**src/rtl/f_fetch_unit_pkg.sv**
```systemverilog
// Shared types and constants for the F-stage fetch unit.
package f_fetch_unit_pkg;

    localparam logic [31:0] RESET_PC_VAL  = 32'h0000_3000;
    localparam logic [31:0] NOP_INSTR_VAL = 32'h0000_0000;

    typedef enum logic {
        F_S_REQ  = 1'b0,
        F_S_HOLD = 1'b1
    } f_state_e;

    // Contents of the F/D pipeline register.
    typedef struct packed {
        logic [31:0] pc;
        logic [31:0] instr;
        logic        valid;
        logic        exc_adel;
    } f2d_t;

    // Instruction fetches must be word aligned.
    function automatic logic pc_misaligned(input logic [31:0] pc);
        return (pc[1:0] != 2'b00);
    endfunction

endpackage

```
**src/rtl/f_fetch_unit_f2d_pipe_reg.sv**
```systemverilog
// F/D pipeline register: captures the fetched instruction on a load enable.
module f_fetch_unit_f2d_pipe_reg
    import f_fetch_unit_pkg::*;
#(
    parameter logic [31:0] NOP_INSTR = NOP_INSTR_VAL
) (
    input  logic clk_i,
    input  logic rst_n_i,
    input  logic load_i,
    input  f2d_t d_i,
    output f2d_t q_o
);

    f2d_t f2d_q;

    // Reset leaves a NOP marked invalid so D never acts on reset content.
    always_ff @(posedge clk_i or negedge rst_n_i) begin
        if (!rst_n_i) begin
            f2d_q.pc       <= 32'h0;
            f2d_q.instr    <= NOP_INSTR;
            f2d_q.valid    <= 1'b0;
            f2d_q.exc_adel <= 1'b0;
        end else if (load_i) begin
            f2d_q <= d_i;
        end
    end

    assign q_o = f2d_q;

endmodule

```
**src/rtl/f_fetch_unit.sv**
```systemverilog
// F-stage fetch unit: PC register, imem req/ack handshake and F/D register.
//
// state    | meaning
// ---------+------------------------------------------------------------
// F_S_REQ  | requesting pc from imem (or pc misaligned: no request)
// F_S_HOLD | instruction acked during a stall, parked in hold buffer
//
// pc only advances to i_npc on the edge where an instruction enters D, so
// the NPC logic always sees the PC of the instruction currently leaving F.
module f_fetch_unit
    import f_fetch_unit_pkg::*;
#(
    parameter logic [31:0] RESET_PC  = RESET_PC_VAL,
    parameter logic [31:0] NOP_INSTR = NOP_INSTR_VAL
) (
    input  logic        i_clk,
    input  logic        i_rst_n,
    input  logic [31:0] i_npc,
    input  logic        i_stall,
    output logic [31:0] o_F_pc,
    output logic        o_F_ready,
    output logic        o_imem_req,
    output logic [31:0] o_imem_addr,
    input  logic        i_imem_ack,
    input  logic [31:0] i_imem_rdata,
    output logic [31:0] o_D_pc,
    output logic [31:0] o_D_instr,
    output logic        o_D_valid,
    output logic        o_D_exc_adel
);

    f_state_e    state_q, state_d;
    logic [31:0] pc_q, pc_d;
    logic [31:0] hold_instr_q, hold_instr_d;
    logic        mis;
    logic        imem_req;
    logic        f_ready;
    logic        d_load;
    f2d_t        d_next;
    f2d_t        d_q;

    assign mis = pc_misaligned(pc_q);

    // State, PC and hold buffer registers.
    always_ff @(posedge i_clk or negedge i_rst_n) begin
        if (!i_rst_n) begin
            state_q      <= F_S_REQ;
            pc_q         <= RESET_PC;
            hold_instr_q <= 32'h0;
        end else begin
            state_q      <= state_d;
            pc_q         <= pc_d;
            hold_instr_q <= hold_instr_d;
        end
    end

    // Next-state, handshake outputs and F/D load selection.
    // A misaligned pc is never sent to memory; it is handed to D as a NOP
    // flagged with exc_adel. An ack in F_S_HOLD is a protocol error and ignored.
    always_comb begin
        state_d         = state_q;
        pc_d            = pc_q;
        hold_instr_d    = hold_instr_q;
        imem_req        = 1'b0;
        f_ready         = 1'b0;
        d_load          = 1'b0;
        d_next.pc       = pc_q;
        d_next.instr    = NOP_INSTR;
        d_next.valid    = 1'b1;
        d_next.exc_adel = 1'b0;
        case (state_q)
            F_S_REQ: begin
                imem_req = !mis;
                f_ready  = mis | i_imem_ack;
                if (f_ready && !i_stall) begin
                    d_load          = 1'b1;
                    d_next.instr    = mis ? NOP_INSTR : i_imem_rdata;
                    d_next.exc_adel = mis;
                    pc_d            = i_npc;
                end else if (i_imem_ack && i_stall && !mis) begin
                    hold_instr_d = i_imem_rdata;
                    state_d      = F_S_HOLD;
                end
            end
            F_S_HOLD: begin
                f_ready = 1'b1;
                if (!i_stall) begin
                    d_load       = 1'b1;
                    d_next.instr = hold_instr_q;
                    pc_d         = i_npc;
                    state_d      = F_S_REQ;
                end
            end
        endcase
    end

    f_fetch_unit_f2d_pipe_reg #(
        .NOP_INSTR(NOP_INSTR)
    ) u_f2d (
        .clk_i  (i_clk),
        .rst_n_i(i_rst_n),
        .load_i (d_load),
        .d_i    (d_next),
        .q_o    (d_q)
    );

    assign o_F_pc       = pc_q;
    assign o_imem_addr  = pc_q;
    assign o_imem_req   = imem_req;
    assign o_F_ready    = f_ready;
    assign o_D_pc       = d_q.pc;
    assign o_D_instr    = d_q.instr;
    assign o_D_valid    = d_q.valid;
    assign o_D_exc_adel = d_q.exc_adel;

endmodule

```
**config.mk**
```make
export PLATFORM = sky130hd
export DESIGN_NAME = f_fetch_unit
export DESIGN_NICKNAME = d
export VERILOG_FILES = /design/src/rtl/f_fetch_unit_pkg.sv /design/src/rtl/f_fetch_unit_f2d_pipe_reg.sv /design/src/rtl/f_fetch_unit.sv
export SDC_FILE = /design/constraint.sdc
export NUM_CORES = 1
export LEC_CHECK = 0
export ABC_CLOCK_PERIOD_IN_PS = 1950
export CORE_UTILIZATION = 47
export CTS_BUF_LIST = sky130_fd_sc_hd__clkbuf_4
export DETAILED_ROUTE_END_ITERATION = 10
export PLACE_DENSITY = 0.83
export SLEW_MARGIN = 0
export SYNTH_ARGS = -nofsm -noshare
export SYNTH_HDL_FRONTEND = slang
export SYNTH_SLANG_ARGS = --single-unit
```
**constraint.sdc**
```tcl
create_clock -name i_clk -period 1.95 [get_ports i_clk]
set_clock_uncertainty 0.1 [all_clocks]
set_input_delay 0.39 -clock i_clk [delete_from_list [all_inputs] [get_ports i_clk]]
set_output_delay 0.39 -clock i_clk [all_outputs]
set_load 0.05 [all_outputs]
```
==> key figures <==
Cells and area
  – N_diodes: 0
  – Fraction of layout cells with a size suffix above 1: between 40% and 50%
  – Post-route non-filler standard cell count: 731
  – Post-route cell area: about 7500 um^2
  – Synth-to-layout area growth: 32.0%
  – Final core utilization: between 60% and 70%
  – Final-stage net count: between 600 and 700

Floorplan
  – CORE AREA: roughly 12000 um^2
  – Starting Density: between 40% and 50%
  – Die X: 112 um
  – Standard-cell rows: 39
  – Die Span Y: 112 um
  – Die ar.: 12500 um^2
  – Top Ports: 200

Global route
  – First-pass GRT wire length: 21300 um
  – Antenna violations before repair: 0
  – Number of global-route vias before repair: 4170
  – GRT overflow: 0
  – Largest net degree at the start of global routing: 57
  – GRT Total Usage: between 20% and 30%

Synthesis
  – EDFF count, synth: 0
  – Post-synth cell types: 20
  – Mapped Area: around 5700 um^2
  – Most frequent cells after synthesis: dfrtp_1 (129), buf_4 (67), mux2_2 (66)
  – Sequential area share after synthesis: 57.9%
  – Ys async rst share: 100%
  – Avg Inst Size Synth: between 10 and 15 um^2
  – Ys flop type: dfrtp_1
  – Synth area leaders: dfrtp_1 (57%), mux2_2 (13%), buf_4 (8.9%)
  – YS warnings: 0
  – Flop and latch count out of synthesis: between 100 and 150
  – Most common cell in the netlist: dfrtp_1
  – Largest area contributor in the synthesized netlist: dfrtp_1
  – Gate Count Post-Synth: ~430
  – Syn_nets: a little under 500
  – Top cell type's share of synthesized area: a little under three fifths

Route
  – Remaining DRCs: 10
  – Starting DRC count in detailed routing: 258
  – Via density: 5.35
  – Detailed Route WL: about 13000 um
  – Routed WL per cell: roughly 18 um
  – Via count: approximately 3900
  – Antenna-violating nets left: 0
  – Pre-antenna DRT Iters: 7

Clocking
  – CTS buffer count: 17
  – Worst-skew pair later-pin latency: about 0.54 ns
  – Clk root buf: clkbuf_4
  – CTS Sinks: approximately 130
  – H-tree levels: 4
  – Clk slew on worst S/H paths: about 0.11 ns
  – Clk buf depth: 2
  – CTS tree: done

Worst setup path
  – Worst Setup End Kind: primary output
  – Reg2Reg Depth: 5
  – Crit path max fanout: 4
  – Worst Setup Start Kind: flop
  – WP data required: around 1.5 ns
  – Worst setup path class: reg -> out
  – CP arrival: between 1.5 and 2 ns

Placement
  – Place WS: -0.101 ns
  – Dpl cells: 696
  – Post-DP HPWL: between 9000 and 10000 um
  – Placed inst area: slightly above 7000 um^2
  – Port Buffers: ~200
  – GPL Wtd Cong: between 0.7 and 0.8

STA
  – Worst slew margin: ~70%
  – Worst slew pin tran: around 0.45 ns
  – Fin crit period: between 2 and 2.5 ns
  – Period utilisation layout: 107%
  – Max Clock Freq: slightly below 0.5 GHz
  – Total Neg Setup Slack: -0.180 ns
  – Final hold slack: 0.234 ns
  – Final Max Slew Viols: 0
  – Final setup viols: 2
  – Final Hold Viols: 0
  – RSZ-0062 raised after global routing: yes
  – Final worst slack: -0.130 ns

Pwr
  – Pwr Density: approximately 1300 nW/um^2
  – Clk network pwr share: between 10% and 20%
  – Logic pwr share: between 40% and 50%
  – Maximum VDD drop: between 800 and 900 uV
  – P_sw: approximately 3.8 mW
  – Total power: about 9.4 mW
  – Leak Pwr: 3.38 nW
  – Sequential Power Share: about 40%
  – Switching power as a share of total power: 40.5%
  – Internal power: approximately 5.6 mW

Run status
  – Status: finished with violations
  – Failing checks: DRC, setup timing

Worst hold path
  – Hold Path Class: in -> async

Run
  – Max Cap Viol: 0
==> cells by family after synthesis <==
logic type             share of synthesized area (%)
AO/OA/AOI/OAI                                   11.1
multiplexers                                    19.1
AND/OR/NAND/NOR                                0.817
flip-flops                                      57.9
buffers and inverters                           11.2
==> repair_timing <==
item / CTS / global route
hold endpoints to repair: 30 / 0
gates cloned: 0 / 0
buffers inserted: 3 / 0
pin swaps: 1 / 0
endpoints found under the setup margin: 2 / 3
hold buffers: 1 / 0
resized for setup: 4 / 2
==> path summary, 6_finish.rpt <==
check	start	end	slack [ns]
max reg2reg	state_q	hold_instr_q[31]	0.12
min reg2reg	u_f2d.q_o[1]	u_f2d.q_o[1]	0.39
max in group asynchronous	i_rst_n	u_f2d.q_o[38]	0.85
min in group i_clk	i_npc[27]	o_F_pc[27]	0.36
max	state_q	o_F_ready	-0.13
min	i_rst_n	u_f2d.q_o[57]	0.23
==> power by group through the flow <==
stage / clock, mW / sequential (mW) / combinational [mW]
after floorplan: 0 / 4.71 / 1.84
after global placement: 0 / 3.79 / 3.74
after detailed placement: 0 / 3.84 / 3.80
after CTS: 1.90 / 3.79 / 3.83
after global routing: 2.03 / 3.88 / 3.96
final: 1.84 / 3.79 / 3.81
==> layer usage <==
metal  routed length, um  part of all wire [%]  up-vias  GRT usage (%)
met5                   0                     0        -              0
met4                 238                   1.8        0           7.75
met3                1160                   8.7       23           8.71
met2                6490                    49      170           35.2
met1                5360                    40     1955           27.8
li1                    -                     -     1761              -
==> placed cells by master (no fill, tap or decap) <==
master / instances
clkinv_2: 6
bufinv_16: 3
mux2_1: 30
a2bb2oi_1: 32
clkinv_1: 2
nor2_1: 2
a21oi_1: 33
o31ai_1: 1
clkbuf_4: 18
mux2_2: 66
buf_4: 142
nand2_4: 1
clkdlybuf4s50_1: 66
inv_1: 1
a21oi_4: 1
nor3_4: 1
dfrtp_1: 129
o21ai_0: 33
dfstp_2: 2
nor2b_1: 1
buf_6: 2
or2_2: 1
dlygate4sd3_1: 1
clkinvlp_4: 2
buf_8: 1
buf_12: 10
and3_2: 1
==> flip-flops by register name (all words and copies together), names as in the netlist <==
| signal | flops |
|---|---|
| hold_instr_q | 32 |
| o_F_pc | 32 |
| state_q | 1 |
| u_f2d.q_o | 66 |
==> area by class of cell <==
cell class	instances	area, um^2
clock buffers	18	135
clock inverters	13	143
fillers	879	4080
inverters	1	3.75
multi-input cells	203	1770
flip-flops and latches	131	3280
well taps	143	179
repair buffers	222	1970
==> worst max-delay path: stages, from the launching register on <==
cell	delay, ns
dfrtp_1	0.43
nor3_4	0.25
buf_6	0.16
nand2_4	0.05
buf_8	0.16
No activity file was read; power rests on OpenSTA's default activity.
